`src/rtl/mips32_fetch_queue_if.sv`:
```
`default_nettype none
// +----------------------------------------------------------------------------+
// | mips32_fetch_queue_if                                                      |
// | Instruction-memory read port and ID-stage handshake of the fetch queue.    |
// | Revision: 1.0                                                              |
// +----------------------------------------------------------------------------+
interface mips32_fetch_queue_if #(
  parameter int DEPTH = 4,
  parameter int AW    = 10
);
  logic                     imem_req;
  logic [AW-1:0]            imem_addr;
  logic [31:0]              imem_rdata;
  logic                     redirect;
  logic [31:0]              redirect_pc;
  logic                     id_valid;
  logic                     id_ready;
  logic [31:0]              id_ir;
  logic [31:0]              id_npc;
  logic                     stopped;
  logic [$clog2(DEPTH):0]   count;

  modport master (
    output imem_req, imem_addr,
    input  imem_rdata,
    input  redirect, redirect_pc,
    output id_valid, id_ir, id_npc,
    input  id_ready,
    output stopped, count
  );

  modport slave (
    input  imem_req, imem_addr,
    output imem_rdata,
    output redirect, redirect_pc,
    input  id_valid, id_ir, id_npc,
    output id_ready,
    input  stopped, count
  );
endinterface
`default_nettype wire

```
`src/rtl/mips32_fetch_queue.sv`:
```
`default_nettype none
// +----------------------------------------------------------------------------+
// | mips32_fetch_queue                                                         |
// | MIPS32 fetch front end: PC, 1-cycle imem read, FIFO of {IR, NPC} to ID.    |
// | Revision: 1.0                                                              |
// +----------------------------------------------------------------------------+
module mips32_fetch_queue #(
  parameter int          DEPTH    = 4,
  parameter int          AW       = 10,
  parameter logic [31:0] RESET_PC = 32'd0
) (
  input  logic                 clk1,
  input  logic                 rst,
  mips32_fetch_queue_if.master bus
);
  localparam int              PW       = $clog2(DEPTH);
  localparam int              CW       = PW + 1;
  localparam logic [CW-1:0]   c_depth  = CW'(DEPTH);
  localparam logic [5:0]      c_hlt_op = 6'h3F;

  typedef enum logic [0:0] {
    ST_FETCH   = 1'b0,
    ST_STOPPED = 1'b1
  } state_e;

  state_e        state_q, state_d;
  logic [31:0]   pc_q, pc_d;
  logic [31:0]   req_pc_q, req_pc_d;
  logic          inflight_q, inflight_d;
  logic [PW-1:0] rd_ptr_q, rd_ptr_d;
  logic [PW-1:0] wr_ptr_q, wr_ptr_d;
  logic [CW-1:0] count_q, count_d;
  logic [31:0]   ir_mem_q  [DEPTH];
  logic [31:0]   npc_mem_q [DEPTH];

  logic          w_hlt_resp;
  logic          w_req;
  logic          w_push;
  logic          w_pop;
  logic [CW:0]   w_occ;

  // Occupancy counts the in-flight word so a response always finds a free slot.
  assign w_hlt_resp = inflight_q && (bus.imem_rdata[31:26] == c_hlt_op);
  assign w_occ      = {1'b0, count_q} + {{CW{1'b0}}, inflight_q};
  assign w_req      = !rst && (state_q == ST_FETCH) && !bus.redirect &&
                      (w_occ < {1'b0, c_depth}) && !w_hlt_resp;
  assign w_push     = inflight_q && !bus.redirect;
  assign w_pop      = (count_q != '0) && bus.id_ready && !bus.redirect;

  assign bus.imem_req  = w_req;
  assign bus.imem_addr = pc_q[AW-1:0];
  assign bus.id_valid  = (count_q != '0);
  assign bus.id_ir     = ir_mem_q[rd_ptr_q];
  assign bus.id_npc    = npc_mem_q[rd_ptr_q];
  assign bus.stopped   = (state_q == ST_STOPPED) && (count_q == '0);
  assign bus.count     = count_q;

  always_comb begin
    state_d    = state_q;
    pc_d       = pc_q;
    req_pc_d   = req_pc_q;
    inflight_d = w_req;
    rd_ptr_d   = rd_ptr_q;
    wr_ptr_d   = wr_ptr_q;
    count_d    = count_q;
    if (bus.redirect) begin
      state_d    = ST_FETCH;
      pc_d       = bus.redirect_pc;
      inflight_d = 1'b0;
      rd_ptr_d   = '0;
      wr_ptr_d   = '0;
      count_d    = '0;
    end else begin
      if (w_req) begin
        pc_d     = pc_q + 32'd1;
        req_pc_d = pc_q;
      end
      if (w_push) wr_ptr_d = wr_ptr_q + PW'(1);
      if (w_pop)  rd_ptr_d = rd_ptr_q + PW'(1);
      case ({w_push, w_pop})
        2'b10:   count_d = count_q + CW'(1);
        2'b01:   count_d = count_q - CW'(1);
        default: count_d = count_q;
      endcase
      if ((state_q == ST_FETCH) && w_push && w_hlt_resp) state_d = ST_STOPPED;
    end
  end

  always_ff @(posedge clk1) begin
    if (rst) begin
      state_q    <= ST_FETCH;
      pc_q       <= RESET_PC;
      req_pc_q   <= '0;
      inflight_q <= 1'b0;
      rd_ptr_q   <= '0;
      wr_ptr_q   <= '0;
      count_q    <= '0;
    end else begin
      state_q    <= state_d;
      pc_q       <= pc_d;
      req_pc_q   <= req_pc_d;
      inflight_q <= inflight_d;
      rd_ptr_q   <= rd_ptr_d;
      wr_ptr_q   <= wr_ptr_d;
      count_q    <= count_d;
    end
  end

  always_ff @(posedge clk1) begin
    if (rst) begin
      for (int i = 0; i < DEPTH; i++) begin
        ir_mem_q[i]  <= '0;
        npc_mem_q[i] <= '0;
      end
    end else if (w_push) begin
      ir_mem_q[wr_ptr_q]  <= bus.imem_rdata;
      npc_mem_q[wr_ptr_q] <= req_pc_q + 32'd1;
    end
  end

  a_no_push_full: assert property (@(posedge clk1) disable iff (rst)
    !(w_push && (count_q == c_depth)));
  a_no_pop_empty: assert property (@(posedge clk1) disable iff (rst)
    !(w_pop && (count_q == '0)));

endmodule
`default_nettype wire

```
`src/flat_wrapper.sv`:
```
// flat-port wrapper written by rule: the top's interface ports become plain ports
module mips32_fetch_queue_flat 
#(
  parameter int          DEPTH    = 4,
  parameter int          AW       = 10,
  parameter logic [31:0] RESET_PC = 32'd0
)
  (clk1, rst, bus_imem_req, bus_imem_addr, bus_imem_rdata, bus_redirect, bus_redirect_pc, bus_id_valid, bus_id_ir, bus_id_npc, bus_id_ready, bus_stopped, bus_count);
  mips32_fetch_queue_if #(.DEPTH(DEPTH), .AW(AW)) bus_i ();
  input  logic clk1;
  input  logic rst;
  output wire logic [$bits(bus_i.imem_req)-1:0] bus_imem_req;
  output wire logic [$bits(bus_i.imem_addr)-1:0] bus_imem_addr;
  input wire logic [$bits(bus_i.imem_rdata)-1:0] bus_imem_rdata;
  input wire logic [$bits(bus_i.redirect)-1:0] bus_redirect;
  input wire logic [$bits(bus_i.redirect_pc)-1:0] bus_redirect_pc;
  output wire logic [$bits(bus_i.id_valid)-1:0] bus_id_valid;
  output wire logic [$bits(bus_i.id_ir)-1:0] bus_id_ir;
  output wire logic [$bits(bus_i.id_npc)-1:0] bus_id_npc;
  input wire logic [$bits(bus_i.id_ready)-1:0] bus_id_ready;
  output wire logic [$bits(bus_i.stopped)-1:0] bus_stopped;
  output wire logic [$bits(bus_i.count)-1:0] bus_count;
  assign bus_imem_req = bus_i.imem_req;
  assign bus_imem_addr = bus_i.imem_addr;
  assign bus_i.imem_rdata = bus_imem_rdata;
  assign bus_i.redirect = bus_redirect;
  assign bus_i.redirect_pc = bus_redirect_pc;
  assign bus_id_valid = bus_i.id_valid;
  assign bus_id_ir = bus_i.id_ir;
  assign bus_id_npc = bus_i.id_npc;
  assign bus_i.id_ready = bus_id_ready;
  assign bus_stopped = bus_i.stopped;
  assign bus_count = bus_i.count;
  mips32_fetch_queue #(.DEPTH(DEPTH), .AW(AW), .RESET_PC(RESET_PC)) u_core (.clk1(clk1), .rst(rst), .bus(bus_i));
endmodule
```
`config.mk`:
```
export PLATFORM = sky130hd
export DESIGN_NAME = mips32_fetch_queue_flat
export DESIGN_NICKNAME = d
export VERILOG_FILES = /design/src/rtl/mips32_fetch_queue_if.sv /design/src/rtl/mips32_fetch_queue.sv /design/src/flat_wrapper.sv
export SDC_FILE = /design/constraint.sdc
export NUM_CORES = 1
export LEC_CHECK = 0
export BUFFER_PORTS_ARGS = -buffer_cell sky130_fd_sc_hd__buf_2
export CAP_MARGIN = 25
export CORE_ASPECT_RATIO = 0.7
export CORE_UTILIZATION = 42
export CTS_CLUSTER_SIZE = 24
export DETAILED_ROUTE_END_ITERATION = 8
export MAX_ROUTING_LAYER = met4
export PLACE_DENSITY = 0.7
export SETUP_SLACK_MARGIN = 0.2
export SYNTH_ARGS = -nofsm -noshare
export SYNTH_HDL_FRONTEND = slang
export SYNTH_SLANG_ARGS = --single-unit
export TNS_END_PERCENT = 30
```
`constraint.sdc`:
```
create_clock -name clk1 -period 6.7 [get_ports clk1]
set_input_delay 0.335 -clock clk1 [delete_from_list [all_inputs] [get_ports clk1]]
set_output_delay 0.335 -clock clk1 [all_outputs]
set_load 0.05 [all_outputs]
```
# Word-level counts from Yosys, hierarchy flattened
# Memory sizes are Yosys's and may differ from the RTL's. A register that Yosys moved wholly into a read port is not among the register bits.
# Index checks and enable logic that the tools add are counted.
# totals
word_cells,62
n_memories,2
latchBits,0
mem_bits_ro,0
ram_bits,256
input_bits,68
regBits,73
# classes
shifts,0
n_mux,18
reduce_logical,22
n_lt_le_gt_ge,1
bitwise,2
multipliers,0
div,0
eq_ne,3
n_addsub,7
# mem_list
name,depth,word_bits,read_ports,rd_clocked_by_memory_dff,write_ports,line,source
u_core.ir_mem_q,4,32,1,1,4,mips32_fetch_queue.sv:33,logic [31:0] ir_mem_q [DEPTH];
u_core.npc_mem_q,4,32,1,1,4,mips32_fetch_queue.sv:34,logic [31:0] npc_mem_q [DEPTH];
# ops
operator,count
two-way mux 32 bit,4
adder 32 x 1 -> 32 bit (second input constant),2
OR reduction 32 bit,2
two-way mux 2 bit,6
logical AND 1 bit,11
two-way mux 1 bit,7
equality test 6 bit (second input constant),1
case mux 3 bit (2 select lines),1
adder 2 x 1 -> 2 bit (second input constant),2
adder 3 x 1 -> 4 bit,1
< comparator 4 x 3 -> 1 bit (second input constant),1
nonzero test 2 bit,2
adder 3 x 1 -> 3 bit (second input constant),1
zero test 1 bit,3
zero test 3 bit,1
nonzero test 3 bit,1
subtractor 3 x 1 -> 3 bit (second input constant),1
equality test 2 x 1 -> 1 bit (second input constant),1
equality test 2 bit (second input constant),1
inverter 1 bit,2
AND reduction 2 bit,1
OR reduction 2 bit,1

# Logic depth before layout (Yosys ltp)
# depth
depth_word,7
ltp_mapped,10
mapped_depth_nobuf,9

# Least setup slack after synthesis
# Ideal clock, no wire load.
# synth_path
path_kind,input to register
from,in bus_redirect
to,mem u_core.ir_mem_q[1][0] (enable)
arrival_ns,2.841
stages,6
path_slack_ns,3.427
setup_ns,0.432
n_path_buf,2
required_time_ns,6.268
cell_sequence,clkbuf_1 -> nor2b_1 -> nand2b_1 -> or2_2 -> clkbuf_1 -> nand2b_1
# synth_rtl
item,line,source
start: declaration,flat_wrapper.sv:15,input wire logic [$bits(bus_i.redirect)-1:0] bus_redirect;
end: declaration,mips32_fetch_queue.sv:33,

# Final worst setup path
# layout_path
from,"reg u_core.count_q[1], in the netlist u_core.bus.count[1]"
to,out bus_imem_req
# layout_via
elab_chain_cells,4
# layout_lines
item,line,source
start: declaration,mips32_fetch_queue.sv:32,"logic [CW-1:0] count_q, count_d;"
start signal: assignment,mips32_fetch_queue.sv:105,count_q <= count_d;
adder 3 x 1 -> 4 bit,mips32_fetch_queue.sv:44,"assign w_occ = {1'b0, count_q} + {{CW{1'b0}}, inflight_q};"
< comparator 4 x 3 -> 1 bit,mips32_fetch_queue.sv:46,"(w_occ < {1'b0, c_depth}) && !w_hlt_resp;"
logical AND 1 bit,mips32_fetch_queue.sv:45,assign w_req = !rst && (state_q == ST_FETCH) && !bus.redirect &&
logical AND 1 bit,mips32_fetch_queue.sv:46,
end: declaration,flat_wrapper.sv:12,output wire logic [$bits(bus_i.imem_req)-1:0] bus_imem_req;
# No other way between the ends.

==> results.json <==
{
  "outcome": "completed",
  "nNetsFinal": 1391,
  "cp_data_arrival_time_ps": 3220,
  "r2r_cells": 3,
  "die_x_um": 225,
  "io_pins": 148,
  "synth_edf_count": 256,
  "ys_async_sr_fraction_pct": 0,
  "clk-insertion-delay-late_ps": 580,
  "r2r-end": "u_core.npc_mem_q[1][11]",
  "firstDrtPassIters": 5,
  "wl_met3_um": 2320,
  "fin_setup_tns_ps": 0,
  "detailed_place_hpwl_um": 21100,
  "grt_pass1_vias": 9550,
  "path_clk_slew_ps": 70,
  "cts_tree": "built",
  "p_leak_nw": 5.96,
  "syn2layout_area_growth_pct": 14.7,
  "synth.distinct_cells": 51,
  "p_sw_w": 0.00103,
  "worst_pin_slew_ps": 1030,
  "skew_ps": 14.7,
  "swShare_pct": 23.7,
  "cts_sinks": 331,
  "overflow": 0,
  "crit_chain": "a311oi_1, o21a_2, nand2_2, clkinv_1, buf_4, buf_2",
  "holdPathEnd": "u_core.pc_q[15]",
  "fin_cells": 1808,
  "h-tree-depth": 1,
  "min_delay_path_depth": 3,
  "initial_core_util_pct": 43.2,
  "hp-start": "bus_redirect_pc[15]",
  "timing.final.crit_share_pct": 53.1,
  "wl_met2_um": 16000,
  "root_buffer": "clkbuf_16",
  "finalSetupViolations": 0,
  "grt_max_degree": 65,
  "core_sq_um": 34000,
  "netlist_area_sq_um": 14700,
  "rsz0062_at_grt": "false",
  "r2r_start": "u_core.wr_ptr_q[1]",
  "clockBufferDepth": 3,
  "synth_ff_type": "edfxtp_1",
  "dpl.cell_count": 1743,
  "cts-resized-gates": 0,
  "cp_max_fo": 43,
  "power_frac_seq_pct": 53.8,
  "ys_ff_latch": 331,
  "cts_buffers": 31,
  "routed_via_density": 5.39,
  "ant_nets": 0,
  "power.internal_w": 0.00330,
  "yosysSeqAreaShare_pct": 62.6,
  "max_stage_delay_ps": 540,
  "die-area_sq_um": 35700,
  "endpoint_kind": "output pin",
  "r2r_slack_ps": 3530,
  "hold_class": "primary input to register",
  "gp_congestion": 0.829,
  "portBuffers": 147,
  "drc_errors": 0,
  "synthCells": 1204,
  "synth_fp_nets": 1276,
  "regArea_sq_um": 9190,
  "routed.top_layer": "met4",
  "pwr-share-clk_pct": 39.1,
  "drv_cap": 0,
  "combPwrFrac_pct": 7.1,
  "relSlewSlack_pct": 31.4,
  "fillers": 3005,
  "hold_viol_final": 0,
  "fmax_mhz": 281,
  "syn_avg_cell_area_sq_um": 12.2,
  "crit_type": "register to output pin",
  "crit_slowest_cell": "nand2_2",
  "cp_top_family": "buffers and inverters",
  "antenna_cells": 0,
  "power.density_nw_per_um2": 257,
  "via_count": 9740,
  "yosys_warnings": 0,
  "peakVddDrop_v": 0.000188,
  "wire_per_inst_um": 18.7,
  "grt_pass1_wl_um": 53200,
  "antenna_found_initial": 0,
  "grt_usage_pct": 19.9,
  "timing.final.crit_period_ps": 3560,
  "finalMaxSlewViolations": 0,
  "drt-initial-drc-count": 786,
  "num_rows": 56,
  "die_h_um": 158,
  "worst-path-buf-inv": 3,
  "multi_input_area_sq_um": 4960,
  "start_kind": "register",
  "wirelength_um": 33900,
  "drive_above_1_share_pct": 22.2,
  "worstPathRequired_ps": 6360,
  "met1Wirelength_um": 14900
}
==> synth_stat cells, types with 7 or more instances <==
| master | n | area (sq um) |
|---|---|---|
| buf_4 | 10 | 75.1 |
| inv_1 | 55 | 206 |
| nor2_1 | 208 | 781 |
| buf_2 | 14 | 70.1 |
| and4_1 | 7 | 61.3 |
| nand3_1 | 26 | 130 |
| a31oi_1 | 20 | 125 |
| clkbuf_1 | 56 | 210 |
| edfxtp_1 | 256 | 7690 |
| nand2b_1 | 7 | 43.8 |
| xor2_1 | 9 | 78.8 |
| and2_1 | 34 | 213 |
| nand2_1 | 153 | 574 |
| nor4_1 | 8 | 50.1 |
| or3_1 | 18 | 113 |
| nor3_1 | 18 | 90.1 |
| a21oi_1 | 45 | 225 |
| mux4_2 | 64 | 1440 |
| o211ai_1 | 10 | 75.1 |
| nand4_1 | 17 | 106 |
| xnor2_1 | 29 | 254 |
| dfxtp_1 | 75 | 1500 |
==> power by group through the flow <==
stage	clock, W	sequential, W	combinational (W)
detailed placement	0	0.00237	0.000303
floorplan	0	0.00236	0.000215
finish	0.00169	0.00232	0.000306
global placement	0	0.00237	0.000299
global route	0.00180	0.00233	0.000328
CTS	0.00172	0.00232	0.000306
==> worst max path at each step <==
stage	from	end	slack [ps]	depth (start not counted)
3_5_place_dp	bus_redirect	u_core.ir_mem_q[2][12]	3260	7
4_1_cts	u_core.bus.count[1]	bus_imem_req	3120	6
6_report	u_core.bus.count[1]	bus_imem_req	3140	6
2_1_floorplan	bus_redirect	u_core.ir_mem_q[1][0]	3430	6
5_1_grt	u_core.bus.count[1]	bus_imem_req	2960	6
3_3_place_gp	bus_redirect	u_core.ir_mem_q[2][18]	3330	7
==> per-layer routing <==
metal  vias up  track usage, %
li1       4539               -
met1      4825            26.8
met2       329            32.0
met3        47            3.01
met4         0            4.21
met5         -               -
==> area by class of cell <==
cell class	count	area share [%]
Clock buffer	36	4.72
Timing Repair Buffer	165	5.61
Inverter	57	1.27
Sequential cell	331	54.6
Tap cell	464	3.45
Clock inverter	22	0.973
Multi-Input combinational cell	733	29.4
==> cells by family after synthesis <==
group,after synthesis,synth area share [%]
AOI/OAI and AO/OA,97,4.07
xor gates and xnor gates,38,2.27
adders and majority gates,4,0.392
buffers and inverters,140,4.00
DFF,331,62.6
muxes,69,10.2
and+or+nand+nor,525,16.5
==> per-stage QoR <==
step | utilization [%] | total power [W] | setup WS, ps | hold slack [ps] | instance area [sq um]
after floorplan | - | 0.00257 | 3430 | 437 | 14700
after global placement | 46.4 | 0.00266 | 3330 | 457 | 15800
after detailed placement | 46.4 | 0.00267 | 3260 | 463 | 15800
after CTS | 49.4 | 0.00435 | 3120 | 0.568 | 16800
after global routing | 49.6 | 0.00446 | 2960 | 14.5 | 16800
final | 49.6 | 0.00432 | 3140 | 14.4 | 16800
==> placed cells by master (no fill, tap or decap), types with 8 or more instances in the layout <==
cell type and count:
a21oi_1 45, a31oi_1 20, and2_1 34, buf_2 147, buf_4 10, clkbuf_16 31
clkinv_1 13, dfxtp_1 73, edfxtp_1 256, inv_1 55, mux4_2 64, nand2_1 153
nand3_1 26, nand4_1 17, nor2_1 207, nor3_1 18, nor4_1 8, o211ai_1 10
or3_1 18, xnor2_1 29, xor2_1 9
==> timing repair <==
| item | 4_1_cts | 5_1_grt |
|---|---|---|
| setup buffers | 0 | 0 |
| hold buffers | 4 | 0 |
| hold endpoints to repair | 4 | 0 |
==> sequential cells by signal (all words and copies together) (netlist names), named ones only <==
name	cells
u_core.bus.count	3
u_core.inflight_q	1
u_core.ir_mem_q	128
u_core.npc_mem_q	128
u_core.pc_q	32
u_core.rd_ptr_q	2
u_core.req_pc_q	32
u_core.state_q	1
u_core.wr_ptr_q	2
==> worst register-to-register path: stages, from the launching register on <==
cell	delay [ps]
dfxtp_1	490
nand2b_2	840
or2_2	630
nand2b_4	620
Power figures use the tool's default switching activity.
